`config.mk`:
```
export PLATFORM = sky130hd
export DESIGN_NAME = serial_rx_deframer
export DESIGN_NICKNAME = d
export VERILOG_FILES = /design/src/rtl/serial_pkg.sv /design/src/rtl/serial_sync.sv /design/src/rtl/serial_rx_deframer.sv
export SDC_FILE = /design/constraint.sdc
export NUM_CORES = 1
export LEC_CHECK = 0
export ABC_AREA = 1
export BUFFER_PORTS_ARGS = -buffer_cell sky130_fd_sc_hd__buf_4
export CORE_MARGIN = 10
export CORE_UTILIZATION = 59
export DETAILED_ROUTE_END_ITERATION = 8
export PLACE_DENSITY_LB_ADDON = 0.05
export SLEW_MARGIN = 20
export SYNTH_ARGS = -nofsm -noshare
export SYNTH_HDL_FRONTEND = slang
export SYNTH_HIERARCHICAL = 1
export SYNTH_SLANG_ARGS = --single-unit
```
`constraint.sdc`:
```
create_clock -name clk -period 4.3 [get_ports clk]
set_clock_uncertainty 0.15 [all_clocks]
set_input_delay 0.86 -clock clk [delete_from_list [all_inputs] [get_ports clk]]
set_output_delay 0.86 -clock clk [all_outputs]
set_load 0.01 [all_outputs]
```
`src/rtl/serial_pkg.sv`:
```
// serial_pkg: types and constants shared by the serial agent rx deframer and tx framer.
package serial_pkg;

    // Receive FSM state encoding.
    typedef enum logic [2:0] {
        IDLE   = 3'd0,
        START  = 3'd1,
        DATA   = 3'd2,
        PARITY = 3'd3,
        STOP   = 3'd4,
        BREAK  = 3'd5
    } rx_state_t;

    // Level of an idle serial line; also the preset value of the synchronizers.
    localparam logic SERIAL_IDLE_LVL = 1'b1;

endpackage

```
`src/rtl/serial_sync.sv`:
```
// serial_sync: STAGES-deep flop chain bringing an asynchronous serial line into clk.
// The chain is preset to the idle line level so that reset release never looks like
// a start bit.
module serial_sync
    import serial_pkg::*;
#(
    parameter int STAGES = 2
) (
    input  logic clk,
    input  logic rst,
    input  logic d,
    output logic q
);

    logic [STAGES-1:0] chain;

    // Shift the raw line through the chain; preset to idle on reset.
    always_ff @(posedge clk or posedge rst) begin
        if (rst) begin
            chain <= {STAGES{SERIAL_IDLE_LVL}};
        end else begin
            chain <= {chain[STAGES-2:0], d};
        end
    end

    assign q = chain[STAGES-1];

endmodule

```
`src/rtl/serial_rx_deframer.sv`:
```
// serial_rx_deframer: receive side of the serial agent link.
// Recovers idle-high, start(0) / DATA_W bits LSB first / stop(1) frames by mid-bit
// sampling and presents each byte on a valid/ready port.
// Optional feature macro: SERIAL_RX_PARITY_EN adds an even-parity bit after the data
// bits and a parity_err output.
//
// Handshake: rx_valid rises with rx_data stable and stays high, with rx_data unchanged,
// until a cycle where rx_valid & rx_ready are both 1; that cycle is the transfer.
// A frame completing while the slot is still full (and not being accepted in that
// same cycle) is dropped with a one-cycle overrun pulse.
module serial_rx_deframer
    import serial_pkg::*;
#(
    parameter int DATA_W       = 8,
    parameter int CLKS_PER_BIT = 16,
    parameter int SYNC_STAGES  = 2
) (
    input  logic              clk,
    input  logic              rst,
    input  logic              serial_rx,
    output logic [DATA_W-1:0] rx_data,
    output logic              rx_valid,
    input  logic              rx_ready,
    output logic              frame_err,
    output logic              overrun,
`ifdef SERIAL_RX_PARITY_EN
    output logic              parity_err,
`endif
    output logic              busy,
    output logic [2:0]        state_dbg
);

    localparam int CW = $clog2(CLKS_PER_BIT);
    localparam int BW = $clog2(DATA_W + 1);

    localparam logic [CW-1:0] HALF_M1  = CW'(CLKS_PER_BIT / 2 - 1);
    localparam logic [CW-1:0] FULL_M1  = CW'(CLKS_PER_BIT - 1);
    localparam logic [BW-1:0] LAST_BIT = BW'(DATA_W - 1);

    localparam logic [2:0] ST_IDLE   = IDLE;
    localparam logic [2:0] ST_START  = START;
    localparam logic [2:0] ST_DATA   = DATA;
`ifdef SERIAL_RX_PARITY_EN
    localparam logic [2:0] ST_PARITY = PARITY;
`endif
    localparam logic [2:0] ST_STOP   = STOP;
    localparam logic [2:0] ST_BREAK  = BREAK;

    logic              line;
    logic [2:0]        state;
    logic [CW-1:0]     clk_cnt;
    logic [BW-1:0]     bit_cnt;
    logic [DATA_W-1:0] shreg;
    logic              commit_pend;
`ifdef SERIAL_RX_PARITY_EN
    logic              par_bad;
`endif

    serial_sync #(
        .STAGES (SYNC_STAGES)
    ) u_sync (
        .clk (clk),
        .rst (rst),
        .d   (serial_rx),
        .q   (line)
    );

    // Frame FSM: start detection, mid-bit sampling, stop check and break recovery.
    always_ff @(posedge clk or posedge rst) begin
        if (rst) begin
            state       <= ST_IDLE;
            clk_cnt     <= '0;
            bit_cnt     <= '0;
            shreg       <= '0;
            commit_pend <= 1'b0;
            frame_err   <= 1'b0;
`ifdef SERIAL_RX_PARITY_EN
            par_bad     <= 1'b0;
`endif
        end else begin
            commit_pend <= 1'b0;
            frame_err   <= 1'b0;
            case (state)
                ST_IDLE: begin
                    if (!line) begin
                        state   <= ST_START;
                        clk_cnt <= '0;
                    end
                end
                ST_START: begin
                    if (clk_cnt == HALF_M1) begin
                        clk_cnt <= '0;
                        bit_cnt <= '0;
                        // A line back high at mid start bit was only a glitch.
                        state   <= line ? ST_IDLE : ST_DATA;
                    end else begin
                        clk_cnt <= clk_cnt + 1'b1;
                    end
                end
                ST_DATA: begin
                    if (clk_cnt == FULL_M1) begin
                        clk_cnt <= '0;
                        // LSB arrives first, so shifting in from the top lands it at bit 0.
                        shreg   <= {line, shreg[DATA_W-1:1]};
                        if (bit_cnt == LAST_BIT) begin
                            bit_cnt <= '0;
`ifdef SERIAL_RX_PARITY_EN
                            state   <= ST_PARITY;
`else
                            state   <= ST_STOP;
`endif
                        end else begin
                            bit_cnt <= bit_cnt + 1'b1;
                        end
                    end else begin
                        clk_cnt <= clk_cnt + 1'b1;
                    end
                end
`ifdef SERIAL_RX_PARITY_EN
                ST_PARITY: begin
                    if (clk_cnt == FULL_M1) begin
                        clk_cnt <= '0;
                        par_bad <= (^shreg) ^ line;
                        state   <= ST_STOP;
                    end else begin
                        clk_cnt <= clk_cnt + 1'b1;
                    end
                end
`endif
                ST_STOP: begin
                    if (clk_cnt == FULL_M1) begin
                        clk_cnt <= '0;
                        if (line) begin
                            commit_pend <= 1'b1;
                            state       <= ST_IDLE;
                        end else begin
                            frame_err   <= 1'b1;
                            state       <= ST_BREAK;
                        end
                    end else begin
                        clk_cnt <= clk_cnt + 1'b1;
                    end
                end
                ST_BREAK: begin
                    // Hold here while the line stays low so a break reports only once.
                    if (line) begin
                        state <= ST_IDLE;
                    end
                end
                default: begin
                    state <= ST_IDLE;
                end
            endcase
        end
    end

    // Output slot: load a committed byte, drop it on overrun, clear on acceptance.
    always_ff @(posedge clk or posedge rst) begin
        if (rst) begin
            rx_data    <= '0;
            rx_valid   <= 1'b0;
            overrun    <= 1'b0;
`ifdef SERIAL_RX_PARITY_EN
            parity_err <= 1'b0;
`endif
        end else begin
            overrun    <= 1'b0;
`ifdef SERIAL_RX_PARITY_EN
            parity_err <= 1'b0;
`endif
            if (commit_pend) begin
                if (!rx_valid || rx_ready) begin
                    rx_data    <= shreg;
                    rx_valid   <= 1'b1;
`ifdef SERIAL_RX_PARITY_EN
                    parity_err <= par_bad;
`endif
                end else begin
                    overrun    <= 1'b1;
                end
            end else if (rx_valid && rx_ready) begin
                rx_valid <= 1'b0;
            end
        end
    end

    assign busy      = (state != ST_IDLE);
    assign state_dbg = state;

endmodule

```
Word level (Yosys, flattened, before mapping)

Index checks and enable logic that the tools add are counted.

Output and inout port bits: 15
Bits in registers: 33
Input bits: 4

Mux-type cells: 28
Eq/ne operators: 14
Add/subtract/negate cells: 2
Reduce and logical (&&, ||, !) cells: 15

Operator list:

| cell                                                  | count |
|---|---|
| 2-to-1 mux 4 bit                                      | 6 |
| 2-to-1 mux 3 bit                                      | 7 |
| one-hot mux 3 bit (5 select lines)                    | 1 |
| one-hot mux 4 bit (3 select lines)                    | 1 |
| 2-to-1 mux 1 bit                                      | 11 |
| inequality test 2 bit, second input constant          | 5 |
| adder 4 x 1 -> 4 bit, second input constant           | 2 |
| == test 4 x 3 -> 1 bit, second input constant         | 2 |
| one-hot mux 4 bit (2 select lines)                    | 1 |
| AND reduction 2 bit                                   | 4 |
| == test 3 bit, second input constant                  | 2 |
| AND reduction 6 bit                                   | 1 |
| nonzero test 3 bit                                    | 2 |
| == test 4 bit, second input constant                  | 1 |
| inequality test 2 x 1 -> 1 bit, second input constant | 2 |
| nonzero test 2 bit                                    | 2 |
| == test 3 x 1 -> 1 bit, second input constant         | 1 |
| == test 3 x 2 -> 1 bit, second input constant         | 1 |
| zero test 3 bit                                       | 1 |
| AND reduction 3 bit                                   | 1 |
| 2-to-1 mux 2 bit                                      | 1 |
| OR reduction 2 bit                                    | 1 |
| logical AND 1 bit                                     | 1 |
| zero test 1 bit                                       | 1 |
| logical OR 1 bit                                      | 1 |

Depth between registers and ports, before layout

Gate-level depths: netlist (run 1).

Depth in word-level cells: 4
Gate-level depth with buffers: 9
Gate-level depth less buffers: 9

Cells and area by module

Netlist (run 1), hierarchy kept.

Modules (own cells, without submodules):

| module             | seq. area each (um^2) | cells an instance | instances | area an instance (um^2) |
|---|---|---|---|---|
| serial_rx_deframer | 775.7                 | 183               | 1         | 1502.7 |
| serial_sync        | 52.6                  | 3                 | 1         | 56.3 |

Worst setup path before layout (run 1)

OpenSTA, ideal clock, no wires.

Path kind: register to output
From: register state[0], in the netlist state_dbg[0]
To: output port busy
Path buffers: 0
Data required time: 3290 ps
Path slack: 2463 ps
Cell stages (with the launch flop): 3
Data arrival time: 827 ps
Cell sequence: dfrtp_1 > nor2_4 > nand2_1

Cells in the longest elaborated chain, start to end: 1

Ends and longest elaborated chain:

| item                   | RTL line                  | RTL |
|---|---|---|
| start, declared        | serial_rx_deframer.sv:50  | `logic [2:0] state;` |
| start signal, assigned | serial_rx_deframer.sv:95  | `state <= line ? ST_IDLE : ST_DATA;` |
| nonzero test 3 bit     | serial_rx_deframer.sv:187 | `assign busy = (state != ST_IDLE);` |
| end, declared          | serial_rx_deframer.sv:29  | `output logic busy,` |

Every way passes these cells.

Worst setup path after layout (run 1)

From: register state[2], in the netlist state_dbg[2]
To: output port busy

The elaborated chain is that of the path after synthesis.

==> metrics.yaml, run 1 <==
multi_input_area_sq_um: 636
grt_max_degree: 32
htreeDepth: 2
insertion_delay_ns: 0.34
slew_violations: 0
startpoint_type: "register"
routed.top_layer: "met4"
cts_tree: "built"
required_ns: 3.29
fin_crit_ns: 2.39
p_leak_nw: 0.883
wl_met1_um: 1360
status: "completed"
final_util_pct: 70.7
fill_cells: 189
overflow: 0
cts_root_buf: "clkbuf_4"
synth_cell_type_count: 27
cts_buffers: 5
clock.fmax_ghz: 0.419
worstPathCellList: "clkinv_2, nand2_1, buf_4"
start_util_pct: 62.4
final-seq-area_sq_um: 828
critical_path.slowest_cell: "dfrtp_1"
syn_avg_cell_area_sq_um: 8.38
dr_wl_met3_um: 216
fin_area_sq_um: 1770
synth_seq_cells: 33
arrival_ns: 1.38
gp_congestion: 0.839
slowest_delay_ns: 0.59
layout_common_cells: "50 x nand2_1, 31 x dfrtp_1, 18 x nor2_1, 18 x buf_4, 17 x inv_1"
hpwlAfterDp_um: 2290
grt_pass1_vias: 1162
timing.final.crit_share_pct: 55.5
yosysSeqAreaShare_pct: 53.1
clkTransAtPathRegs_ns: 0.10
core_area_sq_um: 2500
post_route_cells_drive_above_1_share_pct: 20.6
synthCells: 186
powerDensity_nw_per_um2: 508
power_mw: 0.898
drt_iter0_markers: 78
path_max_fanout: 10
rsz0062_at_grt: "false"
num_antenna_cells: 0
synth_warnings: 6
area_delta_synth_final_pct: 13.4
tightest_slew_ns: 0.620
hold_violations: 0
vdd_ir_drop_max_uv: 396
synth_area_sq_um: 1560
wl_per_cell_um: 12.8
critical_path_class: "reg -> out"
post-cts-setup-buffers: 0
grt_first_pass_wirelength_um: 5200
die_area_sq_um: 5100
ant_nets: 0
r2r_slack_ns: 2.58
fin_nets: 214
dieHeight_um: 71.4
met2_length_um: 1440
io_buffers: 18
row_count: 18
syn_nets: 192
ctsHoldBuffers: 0
die_w_um: 71.4
end_kind: "output port"
cap_violations: 0
vias: 1263
grt_util_all_layers_pct: 12.4
placed_cell_area_sq_um: 1710
grt_antenna_before_repair: 0
drtPass1Iterations: 4
drt-vias-per-instance: 5.28
cts_sinks: 33
timing.setup.tns_ns: 0
layout_commonest_cell: "nand2_1"
ctsResizeCount: 0
min-delay-path-class: "reg -> reg"
maxSlewHeadroom_pct: 58.6
cts.path.max_buffers: 2
ios: 19
setup_viol: 0
routed_wl_um: 3060
drc: 0
kinds of logic (layout without fill, tap and decap cells):
family	Yosys count	count (layout)	synth area share (%)
AO/OA/AOI/OAI	26	26	8.67
XOR/XNOR	1	1	0.562
adder cells (fa/ha/maj)	2	2	1.60
buffers and inverters	23	46	6.10
flip-flops	33	33	53.1
multiplexers	1	1	0.722
AND/OR/NAND/NOR	100	100	29.2
cells in the mapped netlist:
cell type	n	area, sq um
mux2_2	1	11.3
nor2_2	2	12.5
ha_1	2	25.0
or2_0	1	6.26
inv_2	1	3.75
a21oi_1	4	20.0
o21ai_0	9	45.0
nand2_2	3	18.8
dfrtp_1	31	776
buf_4	2	15.0
a31oi_1	1	6.26
nand3_2	1	10.0
nand4_1	4	25.0
o21ai_2	1	8.76
nand3b_1	1	7.51
nand2_1	50	188
or2_2	1	6.26
nor2_1	18	67.6
nor3_1	3	15.0
nand3_1	13	65.1
dfstp_2	2	52.6
nor2_4	3	33.8
clkbuf_1	1	3.75
inv_1	18	67.6
clkinv_2	1	5.00
o21ai_1	11	55.1
xor2_1	1	8.76
state kept, by name, indices dropped and copies added (netlist names):
signal and cells:
bit_cnt 4, rx_data 8, frame_err 1, overrun 1, rx_valid 1, clk_cnt 4
commit_pend 1, shreg 8, state_dbg 3, u_sync/chain 2
critical path, delay by kind of cell (launching register included):
kind | cells | cell delay (ns)
buffers and inverters | 2 | 0.31
flip-flops | 1 | 0.59
AND/OR/NAND/NOR | 1 | 0.12
power by group:
group,switching [mW],leakage (nW),internal [mW]
Sequential,0.0533,0.447,0.341
Clock,0.106,0.0310,0.0615
Combinational,0.218,0.404,0.119
Total,0.377,0.883,0.521
final timing paths:
kind                                      start               to  cells after the start
worst max register to register     state_dbg[2]     state_dbg[0]                      7
min in group asynchronous                   rst  u_sync/chain[1]                      2
worst max-delay path               state_dbg[2]             busy                      3
max in group asynchronous                   rst       bit_cnt[0]                      2
worst min register to register  u_sync/chain[0]  u_sync/chain[1]                      0
worst min-delay path            u_sync/chain[0]  u_sync/chain[1]                      0
stage by stage:
stage	cells	hold WS (ns)	setup WS, ns
2_1_floorplan	186	0.195	2.46
3_3_place_gp	231	0.199	2.20
3_5_place_dp	231	0.204	2.26
4_1_cts	239	0.223	1.92
5_1_grt	239	0.232	1.84
6_report	239	0.219	1.91
metal layers:
layer  up-vias  track usage (%)
met5         -                0
met4         0             5.59
met3         6             4.82
met2        44             19.9
met1       568             14.4
li1        645                -
final cells by class:
cell class,instances,share of cell area [%]
multi-input combinational,130,36.0
sequential,33,46.9
inverter,20,4.32
timing repair buffer,18,7.64
clock buffer,5,2.12
clock inverter,3,0.991
tap,30,2.12
(Power assumes the default switching activity.)
==> run 2, diff against run 1 <==
ABC_AREA = 0   (was 1)
CORE_UTILIZATION = 56   (was 59)
clock period = 2.45 ns   (was 4.3 ns; I/O delays follow)
==> run 2 against run 1 <==
- clock power grew to 2.5 times the previous value
- synthesized cell count down 29%
- first-iteration DRC count grew 23%
- die area grew 0.81%
- count of clock-buffer cells in the layout increased by 2
- largest cell class unchanged
- non-clock buffer count grew 1
- hold slack worse by 0.18 ns
- final cell count is 22% lower
- area after synthesis shrank 4.0%
- sequential power is 85% higher
==> metrics.yaml, run 2 <==
layout_common_cells: "31 x dfrtp_1, 19 x buf_4, 16 x mux2_2"  # was 50 x nand2_1, 31 x dfrtp_1, 18 x nor2_1, 18 x buf_4, 17 x inv_1
internal_power_mw: 1.03  # was 0.521 mW
ant_nets: 0  # unchanged
synth.top_cell.area_share_pct: 51.8  # was 49.8%
final_util_pct: 69.3  # was 70.7%
hold_violations: 0  # unchanged
post-place-cells: 178  # was 231
tightest_slew_ns: 0.441  # was 0.620 ns
drtPass1Iterations: 4  # unchanged
r2r_slack_ns: 0.40  # was 2.58 ns
switching_share_pct: 28.3  # was 42.0%
syn_avg_cell_area_sq_um: 11.3  # was 8.38 sq um
synth_top_area_cell: "dfrtp_1"  # unchanged
critPathLaunch: "state_dbg[0]"  # was state_dbg[2]
synth_cell_type_count: 38  # was 27
slew_violations: 0  # unchanged
switching_power_mw: 0.404  # was 0.377 mW
die_w_um: 71.7  # was 71.4 um
required_ns: 1.81  # was 3.29 ns
cap_violations: 0  # unchanged
powerDensity_nw_per_um2: 818  # was 508 nW/um^2
synth_warnings: 6  # unchanged
cts_root_buf: "clkbuf_4"  # unchanged
grt_antenna_before_repair: 0  # unchanged
gp_congestion: 0.805  # was 0.839
synth_edf_count: 0  # unchanged
fin_ws_ns: 0.283  # was 1.91 ns
setup_viol: 0  # unchanged
timing.final.crit_share_pct: 88.4
drc: 0  # unchanged
core_area_sq_um: 2520  # was 2500 sq um
power_mw: 1.43  # was 0.898 mW
synthArstFlopShare_pct: 100  # unchanged
pwr-share-comb_pct: 19.4  # was 37.5%
critical_path.slowest_cell: "dfrtp_1"  # unchanged
routed.top_layer: "met4"  # unchanged
synthCells: 132  # was 186
timing.setup.tns_ns: 0  # unchanged
pre_cts_ws_ns: 0.419  # was 2.26 ns
drt-vias-per-instance: 5.49  # was 5.28
drt_iter0_markers: 96  # was 78
crit_cells: 2  # was 3
grt_util_all_layers_pct: 11.1  # was 12.4%
r2r-start: "state_dbg[1]"  # was state_dbg[2]
synth_area_sq_um: 1500  # was 1560 sq um
startpoint_type: "register"  # unchanged
rsz0062_at_grt: "false"  # unchanged
sequentialPowerShare_pct: 51.0  # was 43.9%
grt_pass1_vias: 1016  # was 1162
cts_buffers: 5  # unchanged
io_buffers: 18  # unchanged
ctsHoldBuffers: 0  # unchanged
met2_length_um: 1240  # was 1440 um
grt_max_degree: 32  # unchanged
crit_end: "busy"  # unchanged
row_count: 18  # unchanged
insertion_delay_ns: 0.33  # was 0.34 ns
die_area_sq_um: 5140  # was 5100 sq um
ys_top_cells_by_area: "dfrtp_1 52%, mux2_2 12%, nand2_1 3.8%"  # was dfrtp_1 50%, nand2_1 12%, inv_1 4.3%
cts.path.max_buffers: 2  # unchanged
num_antenna_cells: 0  # unchanged
r2r_cells: 3  # was 7
maxSlewHeadroom_pct: 70.3  # was 58.6%
worstPathCellList: "or3_1, buf_4"  # was clkinv_2, nand2_1, buf_4
fin_crit_ns: 2.17
clock.fmax_ghz: 0.461
post_route_cells_drive_above_1_share_pct: 33.3  # was 20.6%
critPathBufInv: 1  # was 2
p_clk_share_pct: 29.5  # was 18.7%
arrival_ns: 1.53  # was 1.38 ns
ios: 19  # unchanged
hpwlAfterDp_um: 1880  # was 2290 um
crit_family: "flip-flops"  # unchanged
yosysSeqAreaShare_pct: 55.4  # was 53.1%
wl_met1_um: 1210  # was 1360 um
vdd_ir_drop_max_uv: 681  # was 396 uV
whs_ns: 0.0365  # was 0.219 ns
p_leak_nw: 0.873  # was 0.883 nW
area_delta_synth_final_pct: 16.9  # was 13.4%
htreeDepth: 2  # unchanged
synth_seq_cells: 33  # unchanged
critical_path_class: "reg -> out"  # unchanged
final_cells: 186  # was 239
cts_sinks: 33  # unchanged
timing.rr.end: "shreg[3]"  # was state_dbg[0]
end_kind: "output port"  # unchanged
fin_area_sq_um: 1750  # was 1770 sq um
grt_first_pass_wirelength_um: 4700  # was 5200 um
wl_per_cell_um: 14.1  # was 12.8 um
path_max_fanout: 16  # was 10
routed_wl_um: 2630  # was 3060 um
status: "completed"  # unchanged
dr_wl_met3_um: 129  # was 216 um
overflow: 0  # unchanged
fin_nets: 161  # was 214
post-cts-setup-buffers: 0  # unchanged
ctsResizeCount: 0  # unchanged
placed_cell_area_sq_um: 1660  # was 1710 sq um
yosysMostFrequentCell: "dfrtp_1"  # was nand2_1
start_util_pct: 59.3  # was 62.4%
reg.largest.list: "rx_data x8, shreg x8"  # unchanged
syn_nets: 138  # was 192
layout_commonest_cell: "dfrtp_1"  # was nand2_1
slowest_delay_ns: 0.55  # was 0.59 ns
clkTransAtPathRegs_ns: 0.11  # was 0.10 ns
cts_tree: "built"  # unchanged
dieHeight_um: 71.7  # was 71.4 um
min-delay-path-class: "in -> async"  # was reg -> reg
synth_top_flop_cell: "dfrtp_1"  # unchanged
synth_common_cells: "31 x dfrtp_1, 16 x mux2_2, 15 x nand2_1"  # was 50 x nand2_1, 31 x dfrtp_1, 18 x inv_1, 18 x nor2_1, 13 x nand3_1
vias: 1022  # was 1263
## run 2: cell count changes after synthesis, sizes merged, moves of 3 or more
| cell | before | now |
|---|---|---|
| nand4 | 4 | 0 |
| inv | 19 | 6 |
| mux2 | 1 | 16 |
| nand2 | 53 | 15 |
| a21o | 0 | 3 |
| nor2 | 23 | 9 |
| nand3 | 14 | 3 |
| o21ai | 21 | 10 |
| nor3 | 3 | 0 |
## run 2: worst min-delay path by stage
stage / start / endpoint / slack (ns) / depth (start not counted)
floorplan: u_sync/chain[0] / u_sync/chain[1] / 0.20 / 0
global placement: u_sync/chain[0] / u_sync/chain[1] / 0.20 / 0
detailed placement: u_sync/chain[0] / u_sync/chain[1] / 0.20 / 0
CTS: rst / u_sync/chain[0] / 0.02 / 2
global route: rst / u_sync/chain[1] / 0.03 / 2
finish: rst / u_sync/chain[0] / 0.04 / 2
## run 2: routing by layer
layer / global-route usage (%) / vias up
met5: 0 / -
met2: 16.7 / 18
met4: 4.52 / 0
met1: 14.1 / 482
li1: - / 516
met3: 3.86 / 6
## run 2: cell type report
type | count | area, sq um
clock inverter | 1 | 30.0
tap | 30 | 37.5
sequential | 33 | 828
multi-input combinational | 90 | 633
inverter | 6 | 22.5
timing repair buffer | 19 | 143
clock buffer | 7 | 55.1
fill | 205 | 773
## run 2: power groups by stage
stage | Clock [mW] | Combinational (mW) | Sequential [mW]
finish | 0.422 | 0.278 | 0.730
global route | 0.456 | 0.327 | 0.749
CTS | 0.434 | 0.282 | 0.730
detailed placement | 0 | 0.280 | 0.741
global placement | 0 | 0.274 | 0.738
floorplan | 0 | 0.239 | 0.710
## run 2: logic make-up after synthesis
| kind of cell | share of synthesized area, % |
|---|---|
| flip-flops | 55.4 |
| buffers and inverters | 2.34 |
| AO/OA/AOI/OAI | 13.2 |
| multiplexers | 12.0 |
| AND/OR/NAND/NOR | 15.4 |
| adder cells (fa/ha/maj) | 1.67 |
